==> src/rtl/botoes_condicionador.sv <==
// Button conditioner for the game FSM: sync, debounce, press-edge pulses, colour arbitration.
// Define BOTOES_TIMEOUT_EN to build the inactivity timer that drives Tempo_Esgotado.
module botoes_condicionador #(
    parameter int DEBOUNCE_CYCLES = 500000,
    parameter int TIMEOUT_CYCLES  = 250000000,
    parameter bit ACTIVE_LOW      = 1'b1
) (
    input  logic       clock,
    input  logic       reset,
    input  logic       Raw_Vermelho,
    input  logic       Raw_Azul,
    input  logic       Raw_Amarelo,
    input  logic       Raw_Verde,
    input  logic       Raw_Iniciar,
    input  logic       Raw_Ultima,
    input  logic       Tempo_Armar,
    output logic       Bot_Vermelho,
    output logic       Bot_Azul,
    output logic       Bot_Amarelo,
    output logic       Bot_Verde,
    output logic       Bot_Ultima_Sequencia,
    output logic       Iniciar_Jogo,
    output logic [1:0] Cor_Codigo,
    output logic       Cor_Valida,
    output logic       Multiplo_Erro,
    output logic       Tempo_Esgotado
);

    localparam int             CW         = $clog2(DEBOUNCE_CYCLES + 1);
    localparam logic [CW-1:0]  DB_LAST    = CW'(DEBOUNCE_CYCLES - 1);
    localparam logic [CW-1:0]  CNT_ONE    = CW'(1);
    localparam logic [5:0]     IDLE_LEVEL = {6{ACTIVE_LOW}};

    localparam logic [1:0] SOLTO       = 2'd0;
    localparam logic [1:0] CONF_PRESS  = 2'd1;
    localparam logic [1:0] PRESSIONADO = 2'd2;
    localparam logic [1:0] CONF_SOLTA  = 2'd3;

    localparam int IDX_INICIAR = 4;
    localparam int IDX_ULTIMA  = 5;

    logic [5:0]          raw_s;
    logic [5:0]          sync1_q;
    logic [5:0]          sync2_q;
    logic [5:0]          pressed_s;
    logic [1:0]          settle_q;
    logic [1:0]          settle_d;
    logic [5:0]          armed_q;
    logic [5:0]          armed_d;
    logic [5:0][1:0]     st_q;
    logic [5:0][1:0]     st_d;
    logic [5:0][CW-1:0]  cnt_q;
    logic [5:0][CW-1:0]  cnt_d;
    logic [5:0]          ev_s;
    logic [3:0]          col_held_s;
    logic [3:0]          col_ev_s;
    logic                multi_s;
    logic                accept_s;
    logic                reject_s;
    logic [1:0]          cor_d;
    logic [1:0]          cor_q;
    logic [3:0]          bot_q;
    logic                valida_q;
    logic                erro_q;
    logic                ultima_q;
    logic                iniciar_q;

    assign raw_s     = {Raw_Ultima, Raw_Iniciar, Raw_Verde, Raw_Amarelo, Raw_Azul, Raw_Vermelho};
    assign pressed_s = ACTIVE_LOW ? ~sync2_q : sync2_q;

    // A button may only start a press once it has been seen released after reset,
    // so settle_q masks the synchroniser's reset value for its first two cycles.
    always_comb begin
        settle_d = {settle_q[0], 1'b1};
        armed_d  = armed_q | ({6{settle_q[1]}} & ~pressed_s);
    end

    // Per-button debounce FSMs and press events
    always_comb begin
        st_d       = st_q;
        cnt_d      = cnt_q;
        ev_s       = 6'b000000;
        col_held_s = 4'b0000;
        for (int b = 0; b < 6; b++) begin
            case (st_q[b])
                SOLTO: begin
                    if (pressed_s[b] && armed_q[b]) begin
                        st_d[b]  = CONF_PRESS;
                        cnt_d[b] = '0;
                    end else begin
                        st_d[b]  = SOLTO;
                    end
                end
                CONF_PRESS: begin
                    if (!pressed_s[b]) begin
                        st_d[b]  = SOLTO;
                        cnt_d[b] = '0;
                    end else if (cnt_q[b] == DB_LAST) begin
                        st_d[b]  = PRESSIONADO;
                        ev_s[b]  = 1'b1;
                    end else begin
                        cnt_d[b] = cnt_q[b] + CNT_ONE;
                    end
                end
                PRESSIONADO: begin
                    if (!pressed_s[b]) begin
                        st_d[b]  = CONF_SOLTA;
                        cnt_d[b] = '0;
                    end else begin
                        st_d[b]  = PRESSIONADO;
                    end
                end
                CONF_SOLTA: begin
                    if (pressed_s[b]) begin
                        st_d[b]  = PRESSIONADO;
                    end else if (cnt_q[b] == DB_LAST) begin
                        st_d[b]  = SOLTO;
                    end else begin
                        cnt_d[b] = cnt_q[b] + CNT_ONE;
                    end
                end
                default: begin
                    st_d[b]  = SOLTO;
                    cnt_d[b] = '0;
                end
            endcase
        end
        for (int c = 0; c < 4; c++) begin
            col_held_s[c] = (st_q[c] == PRESSIONADO) || (st_q[c] == CONF_SOLTA);
        end
    end

    // Colour arbitration: a lone event with no colour held is accepted, anything else is an error
    always_comb begin
        col_ev_s = ev_s[3:0];
        multi_s  = (col_ev_s & (col_ev_s - 4'd1)) != 4'd0;
        accept_s = (col_ev_s != 4'd0) && !multi_s && (col_held_s == 4'd0);
        reject_s = (col_ev_s != 4'd0) && !accept_s;
        cor_d    = cor_q;
        if (accept_s) begin
            case (col_ev_s)
                4'b0001: cor_d = 2'b00;
                4'b0010: cor_d = 2'b01;
                4'b0100: cor_d = 2'b10;
                4'b1000: cor_d = 2'b11;
                default: cor_d = cor_q;
            endcase
        end else begin
            cor_d = cor_q;
        end
    end

    // Synchronisers, FSM state and registered outputs
    always_ff @(posedge clock or posedge reset) begin
        if (reset) begin
            sync1_q   <= IDLE_LEVEL;
            sync2_q   <= IDLE_LEVEL;
            settle_q  <= 2'b00;
            armed_q   <= 6'b000000;
            st_q      <= '0;
            cnt_q     <= '0;
            cor_q     <= 2'b00;
            bot_q     <= 4'b0000;
            valida_q  <= 1'b0;
            erro_q    <= 1'b0;
            ultima_q  <= 1'b0;
            iniciar_q <= 1'b0;
        end else begin
            sync1_q   <= raw_s;
            sync2_q   <= sync1_q;
            settle_q  <= settle_d;
            armed_q   <= armed_d;
            st_q      <= st_d;
            cnt_q     <= cnt_d;
            cor_q     <= cor_d;
            bot_q     <= accept_s ? col_ev_s : 4'b0000;
            valida_q  <= accept_s;
            erro_q    <= reject_s;
            ultima_q  <= ev_s[IDX_ULTIMA];
            iniciar_q <= (st_d[IDX_INICIAR] == PRESSIONADO) || (st_d[IDX_INICIAR] == CONF_SOLTA);
        end
    end

    assign Bot_Vermelho         = bot_q[0];
    assign Bot_Azul             = bot_q[1];
    assign Bot_Amarelo          = bot_q[2];
    assign Bot_Verde            = bot_q[3];
    assign Bot_Ultima_Sequencia = ultima_q;
    assign Iniciar_Jogo         = iniciar_q;
    assign Cor_Codigo           = cor_q;
    assign Cor_Valida           = valida_q;
    assign Multiplo_Erro        = erro_q;

`ifdef BOTOES_TIMEOUT_EN
    localparam int            TW      = $clog2(TIMEOUT_CYCLES + 1);
    localparam logic [TW-1:0] TO_LAST = TW'(TIMEOUT_CYCLES - 1);
    localparam logic [TW-1:0] TO_SAT  = TW'(TIMEOUT_CYCLES);
    localparam logic [TW-1:0] TO_ONE  = TW'(1);

    logic [TW-1:0] timer_q;
    logic [TW-1:0] timer_d;
    logic          esg_q;
    logic          esg_d;

    // Inactivity timer; parks at TO_SAT after firing so it pulses once per arming
    always_comb begin
        timer_d = timer_q;
        esg_d   = 1'b0;
        if (!Tempo_Armar || accept_s) begin
            timer_d = '0;
        end else if (timer_q == TO_LAST) begin
            timer_d = TO_SAT;
            esg_d   = 1'b1;
        end else if (timer_q == TO_SAT) begin
            timer_d = TO_SAT;
        end else begin
            timer_d = timer_q + TO_ONE;
        end
    end

    // Timer state and timeout pulse register
    always_ff @(posedge clock or posedge reset) begin
        if (reset) begin
            timer_q <= '0;
            esg_q   <= 1'b0;
        end else begin
            timer_q <= timer_d;
            esg_q   <= esg_d;
        end
    end

    assign Tempo_Esgotado = esg_q;
`else
    logic unused_armar_s;
    assign unused_armar_s = Tempo_Armar;
    assign Tempo_Esgotado = 1'b0;
`endif

endmodule
==> config.mk <==
export PLATFORM = sky130hd
export DESIGN_NAME = botoes_condicionador
export DESIGN_NICKNAME = d
export VERILOG_FILES = /design/src/rtl/botoes_condicionador.sv
export SDC_FILE = /design/constraint.sdc
export NUM_CORES = 1
export LEC_CHECK = 0
export CAP_MARGIN = 5
export CORE_MARGIN = 3
export CORE_UTILIZATION = 40
export CTS_CLUSTER_SIZE = 30
export DETAILED_ROUTE_END_ITERATION = 12
export PLACE_DENSITY = 0.63
export SLEW_MARGIN = 20
export SYNTH_ARGS = -nofsm -noshare
export SYNTH_HDL_FRONTEND = slang
export SYNTH_SLANG_ARGS = --single-unit
==> constraint.sdc <==
create_clock -name clock -period 5.9 [get_ports clock]
set_input_delay 1.18 -clock clock [delete_from_list [all_inputs] [get_ports clock]]
set_output_delay 1.18 -clock clock [all_outputs]
set_load 0.01 [all_outputs]
==> impl_metrics.ini, run 1 <==
[clocking]
clk_pin_slew_worst_paths_ps = 70
cts_sinks = 155
clock-root-buffer = clkbuf_16
post_cts_resized = 0
post_cts_buffers = 0
cts_tree = done
htree_num_levels = 4
cts_buffers = 17
clockBufferDepth = 2
postCtsHoldBufs = 0
clk-insertion-delay-late_ps = 420

[drt]
vias = 7354
ant_nets = 0
drc = 0
vias_per_cell = 5.940
wl_mm = 19.18
wl_per_cell_microns = 15.49
drtIter0Drc = 413
drtPass1Iterations = 5

[grt]
grt_pass1_wl_mm = 33.28
track_usage = 0.1672
grt-ovfl-total = 0
grt_pass1_vias = 6861
grt_max_degree = 84
antenna_found_initial = 0

[timing]
fin_tns_setup_ps = 0
hold_violations = 0
max_freq_mhz = 372.1
slew_viol_final = 0
worstMarginPinSlew_ps = 1046
maxSlewHeadroom = 0.3026
skew_ps = 6.711
period_share = 0.4556
rsz0062_at_grt = no
finalSetupViolations = 0
period_minus_slack_ps = 2688

[die]
start_util = 0.4110
num_rows = 53
io_pins = 20
die-area_sq_mm = 0.02361
die_h_microns = 153.7
die_w_microns = 153.7
core_area_sq_mm = 0.02122

[finish]
area_growth_pct = 11.41
mostFrequentLayoutCells = 143 x dfrtp_1, 79 x a21oi_1, 75 x nand2_1
layout_commonest_cell = dfrtp_1
nets = 965
final_cells = 1238
antenna_cells = 0
drive_above_1_share = 0.07373

[flow_run]
maxCapViolCount = 0

[placed_design]
dp.final_hpwl_mm = 12.78
gp_congestion = 0.8239
dp_cells = 1206
port_buffers = 17

[hold_path]
hold_depth = 0
worstHoldPathType = reg2reg
holdPathEnd = settle_q[1]
hold_path_startpoint = settle_q[0]

[yosys]
synth-edff-count = 0
yosys.area.top_type = dfrtp_1
synth_ff_type = dfrtp_1
synth-warning-count = 0
yosysSeqAreaShare = 0.4465
synth_cell_type_count = 70
syn_inst = 961
syn_area_per_cell_sq_um = 9.075
synth_seq_cells = 155
synth_nets = 976
synthTopCellsByArea = dfrtp_1 41%, a21oi_1 4.5%, o31ai_1 4.0%, or4_1 3.7%, dfstp_2 3.6%
syn_area_sq_mm = 0.008721
async_flop_share = 1.000
yosysTopAreaCellShare = 0.4103

[setup_path]
rrSetupSlack_ps = 3210
cp-end-kind = flip-flop
worst-setup-path-type = reg2reg
path_max_fanout = 24
reg2reg_depth = 7
rr_startpoint = cnt_q[19]
cp_data_required_time_ps = 6190
arrival_ps = 2980
startpoint_type = flip-flop
reg2reg_to = cnt_q[20]

[power]
p_per_area_mw_per_mm2 = 251.9
p_leak_nw = 3.570
ir_drop_uv = 140.6

[status]
status = finished clean
-- state kept, by name, indices dropped and copies added (netlist names), named ones only --
name / cells
bot_q: 4
Cor_Valida: 1
sync1_q: 6
Multiplo_Erro: 1
armed_q: 6
Iniciar_Jogo: 1
cnt_q: 114
sync2_q: 6
Cor_Codigo: 2
st_q: 6
Bot_Ultima_Sequencia: 1
settle_q: 2
-- stage by stage --
step / power [mW] / setup slack, ps / area, sq um / util / hold WS (ps)
after floorplan: 1.246 / 561.7 / 8721 / - / 331.2
after global routing: 2.554 / 2976 / 9716 / 0.4578 / 361.8
after global placement: 1.282 / 3101 / 9079 / 0.4278 / 335.3
final: 2.447 / 3212 / 9716 / 0.4578 / 353.7
after CTS: 2.482 / 3181 / 9712 / 0.4577 / 356.8
after detailed placement: 1.285 / 3109 / 9079 / 0.4278 / 339.6
-- cells by family after synthesis --
logic type | after synthesis | synth area share
AO/OA/AOI/OAI | 262 | 0.1897
XOR/XNOR | 13 | 0.01306
adder cells (fa/ha/maj) | 7 | 0.009756
buffers and inverters | 87 | 0.03917
flip-flops | 155 | 0.4465
multiplexers | 18 | 0.02066
other | 2 | 0.0008612
AND/OR/NAND/NOR | 417 | 0.2803
-- worst max path at each step --
stage / slack (ps) / cells after the start / start / endpoint
floorplan: 560 / 1 / reset / Bot_Ultima_Sequencia
global placement: 3100 / 3 / reset / sync1_q[2]
detailed placement: 3110 / 3 / reset / sync1_q[2]
CTS: 3180 / 1 / Iniciar_Jogo / Iniciar_Jogo
global route: 2980 / 7 / cnt_q[19] / cnt_q[20]
finish: 3210 / 7 / cnt_q[19] / cnt_q[20]
-- layer usage --
layer | part of all wire | GRT usage | vias to the layer above | wire [microns]
met2 | 0.46 | 0.2622 | 96 | 8891
met4 | 0.011 | 0.04542 | 0 | 204
li1 | - | - | 3651 | -
met1 | 0.49 | 0.2356 | 3589 | 9463
met5 | 0 | 0 | - | 0
met3 | 0.032 | 0.03631 | 18 | 623
-- power by group --
group          internal, mW  switching [mW]  leakage, nW
Combinational        0.0469          0.0926         1.21
Sequential             1.09          0.0321         2.06
Clock                 0.723           0.460        0.297
Total                  1.86           0.585         3.57
-- cell usage after synthesis, drive strengths merged, types with 7 or more instances --
library cell,instances
dfstp,12
nand2,75
nand3,47
inv,35
a31oi,10
dfrtp,143
or4,43
a21oi,79
o21ai,59
a21o,8
or3,27
and3,12
nor3,10
or3b,7
nand4,35
and4,14
and2,11
o211ai,10
nor4,27
o31ai,47
nand2b,18
nor2,51
xnor2,9
a211oi,7
mux2i,18
clkbuf,46
-- critical path, stage by stage, from the launching register on --
cell	delay, ps
dfrtp_1	410
ha_1	180
nand3_1	420
nor4_1	570
o2bb2ai_1	330
buf_4	340
mux2i_1	240
nor2_1	50
-- layout make-up --
type                            instances  area (sq um)
Multi-Input combinational cell        719          4501
Clock buffer                           19         442.9
Inverter                               35         136.4
Fill cell                            2059         11500
Clock inverter                         13         190.2
Sequential cell                       155          3894
Timing Repair Buffer                   22         207.7
Tap cell                              275         344.1
No activity file was read; power rests on OpenSTA's default activity.
==> inputs of run 2 (changes only) <==
==> constraint.sdc (replaced) <==
create_clock -name clock -period 2.6 [get_ports clock]
set_input_delay 0.52 -clock clock [delete_from_list [all_inputs] [get_ports clock]]
set_output_delay 0.52 -clock clock [all_outputs]
set_load 0.01 [all_outputs]
==> run 2 against run 1 <==
Maximum frequency grew 10%. Clock-buffer cell count is the same. Final area grew 2.8%. Worst hold slack lost 2.1 ps. Die area is the same. Combinational power grew 140%. Critical path depth shrank 2. Critical endpoint is now Cor_Codigo[0]. Largest cell class unchanged.
==> impl_metrics.ini, run 2 (synthesis results as in run 1) <==
[status]
status = finished clean

[drt]
drtPass1Iterations = 5
drtIter0Drc = 376
wl_per_cell_microns = 15.24
drc = 0
wl_mm = 19.19
ant_nets = 0
vias_per_cell = 5.889
vias = 7414

[clocking]
cts_sinks = 155
cts_tree = done
clk-insertion-delay-late_ps = 430
cts_buffers = 17
htree_num_levels = 4
postCtsHoldBufs = 0
clockBufferDepth = 2
post_cts_resized = 0
post_cts_buffers = 0
clk_pin_slew_worst_paths_ps = 60
clock-root-buffer = clkbuf_16

[setup_path]
cp_data_required_time_ps = 2900
path_max_fanout = 7
cp-end-kind = flip-flop
critical_path_buf_inv_count = 0
slowest_stage = or4_1
worst-setup-path-type = reg2reg
slowest_delay_ps = 610
crit_chain = or4b_1 -> or4_1 -> a211o_1 -> a2111oi_2 -> a211oi_1
startpoint_type = flip-flop
cp_top_family = simple AND/OR/NAND/NOR gates
arrival_ps = 2730

[finish]
mostFrequentLayoutCells = 143 x dfrtp_1, 79 x a21oi_1, 75 x nand2_1
drive_above_1_share = 0.09350
antenna_cells = 0
fin_util = 0.4708
postLayoutCellArea_sq_mm = 0.009990
top_register = cnt_q
area_growth_pct = 14.55
nets = 986
largest_reg_flops = 114
layout_commonest_cell = dfrtp_1

[timing]
max_freq_mhz = 411.0
hold_ws_ps = 351.6
finalSetupViolations = 0
hold_violations = 0
maxSlewHeadroom = 0.4994
skew_ps = 13.17
period_minus_slack_ps = 2433
slew_viol_final = 0
period_share = 0.9358
worstMarginPinSlew_ps = 750.8
fin_tns_setup_ps = 0
fin_ws_ps = 166.8
rsz0062_at_grt = no

[placed_design]
port_buffers = 17
placed_area_sq_mm = 0.009298
dp.final_hpwl_mm = 13.18
dp_slack_ps = 177.4
gp_congestion = 0.8434

[power]
p_leak_nw = 3.726
ir_drop_uv = 402.3
p_per_area_mw_per_mm2 = 578.6

[grt]
grt_pass1_wl_mm = 33.22
antenna_found_initial = 0
grt-ovfl-total = 0
grt_max_degree = 41
grt_pass1_vias = 6787
track_usage = 0.1670

[die]
num_rows = 53
io_pins = 20
start_util = 0.4110
die_w_microns = 153.7
die_h_microns = 153.7
core_area_sq_mm = 0.02122
die-area_sq_mm = 0.02361

[flow_run]
maxCapViolCount = 0

[hold_path]
worstHoldPathType = reg2reg
run 2: per-stage QoR:
stage / std cells / power, mW
global route: 1259 / 6.011
finish: 1259 / 5.780
CTS: 1259 / 5.862
floorplan: 961 / 2.827
detailed placement: 1227 / 2.937
global placement: 1227 / 2.929
run 2: worst register-to-register path, delay by kind of cell (launching register included):
kind | cells | cell delay [ps]
AOI/OAI and AO/OA | 3 | 720
DFF | 1 | 430
and+or+nand+nor | 2 | 1160
run 2: layer usage:
| layer | vias to the layer above | GRT usage | wire, microns | part of all wire |
|---|---|---|---|---|
| met5 | - | 0 | 0 | 0 |
| met4 | 0 | 0.04878 | 201 | 0.010 |
| met3 | 17 | 0.03631 | 702 | 0.037 |
| li1 | 3690 | - | - | - |
| met2 | 113 | 0.2582 | 8887 | 0.46 |
| met1 | 3594 | 0.2370 | 9402 | 0.49 |
run 2: power breakdown:
| part | switching, mW | internal, mW | total (mW) |
|---|---|---|---|
| registers | 0.0718 | 2.48 | 2.55 |
| clock network | 1.03 | 1.86 | 2.89 |
| logic | 0.214 | 0.124 | 0.338 |
| total | 1.32 | 4.46 | 5.78 |
run 2: cell type report:
class / count / area, sq um
multi-input cells: 719 / 4497
well taps: 275 / 344.1
fillers: 2015 / 11230
clock inverters: 13 / 239.0
clock buffers: 19 / 452.9
flip-flops and latches: 155 / 3894
inverters: 35 / 135.1
repair buffers: 43 / 427.9
run 2: worst paths after layout:
kind,from,end,slack [ps],depth (start not counted)
min reg2reg,settle_q[0],settle_q[1],350,0
min,settle_q[0],settle_q[1],350,0
max,cnt_q[9],Cor_Codigo[0],170,5
max reg2reg,cnt_q[9],Cor_Codigo[0],170,5
min in group asynchronous,reset,cnt_q[112],450,2
max in group asynchronous,reset,sync1_q[0],1530,3
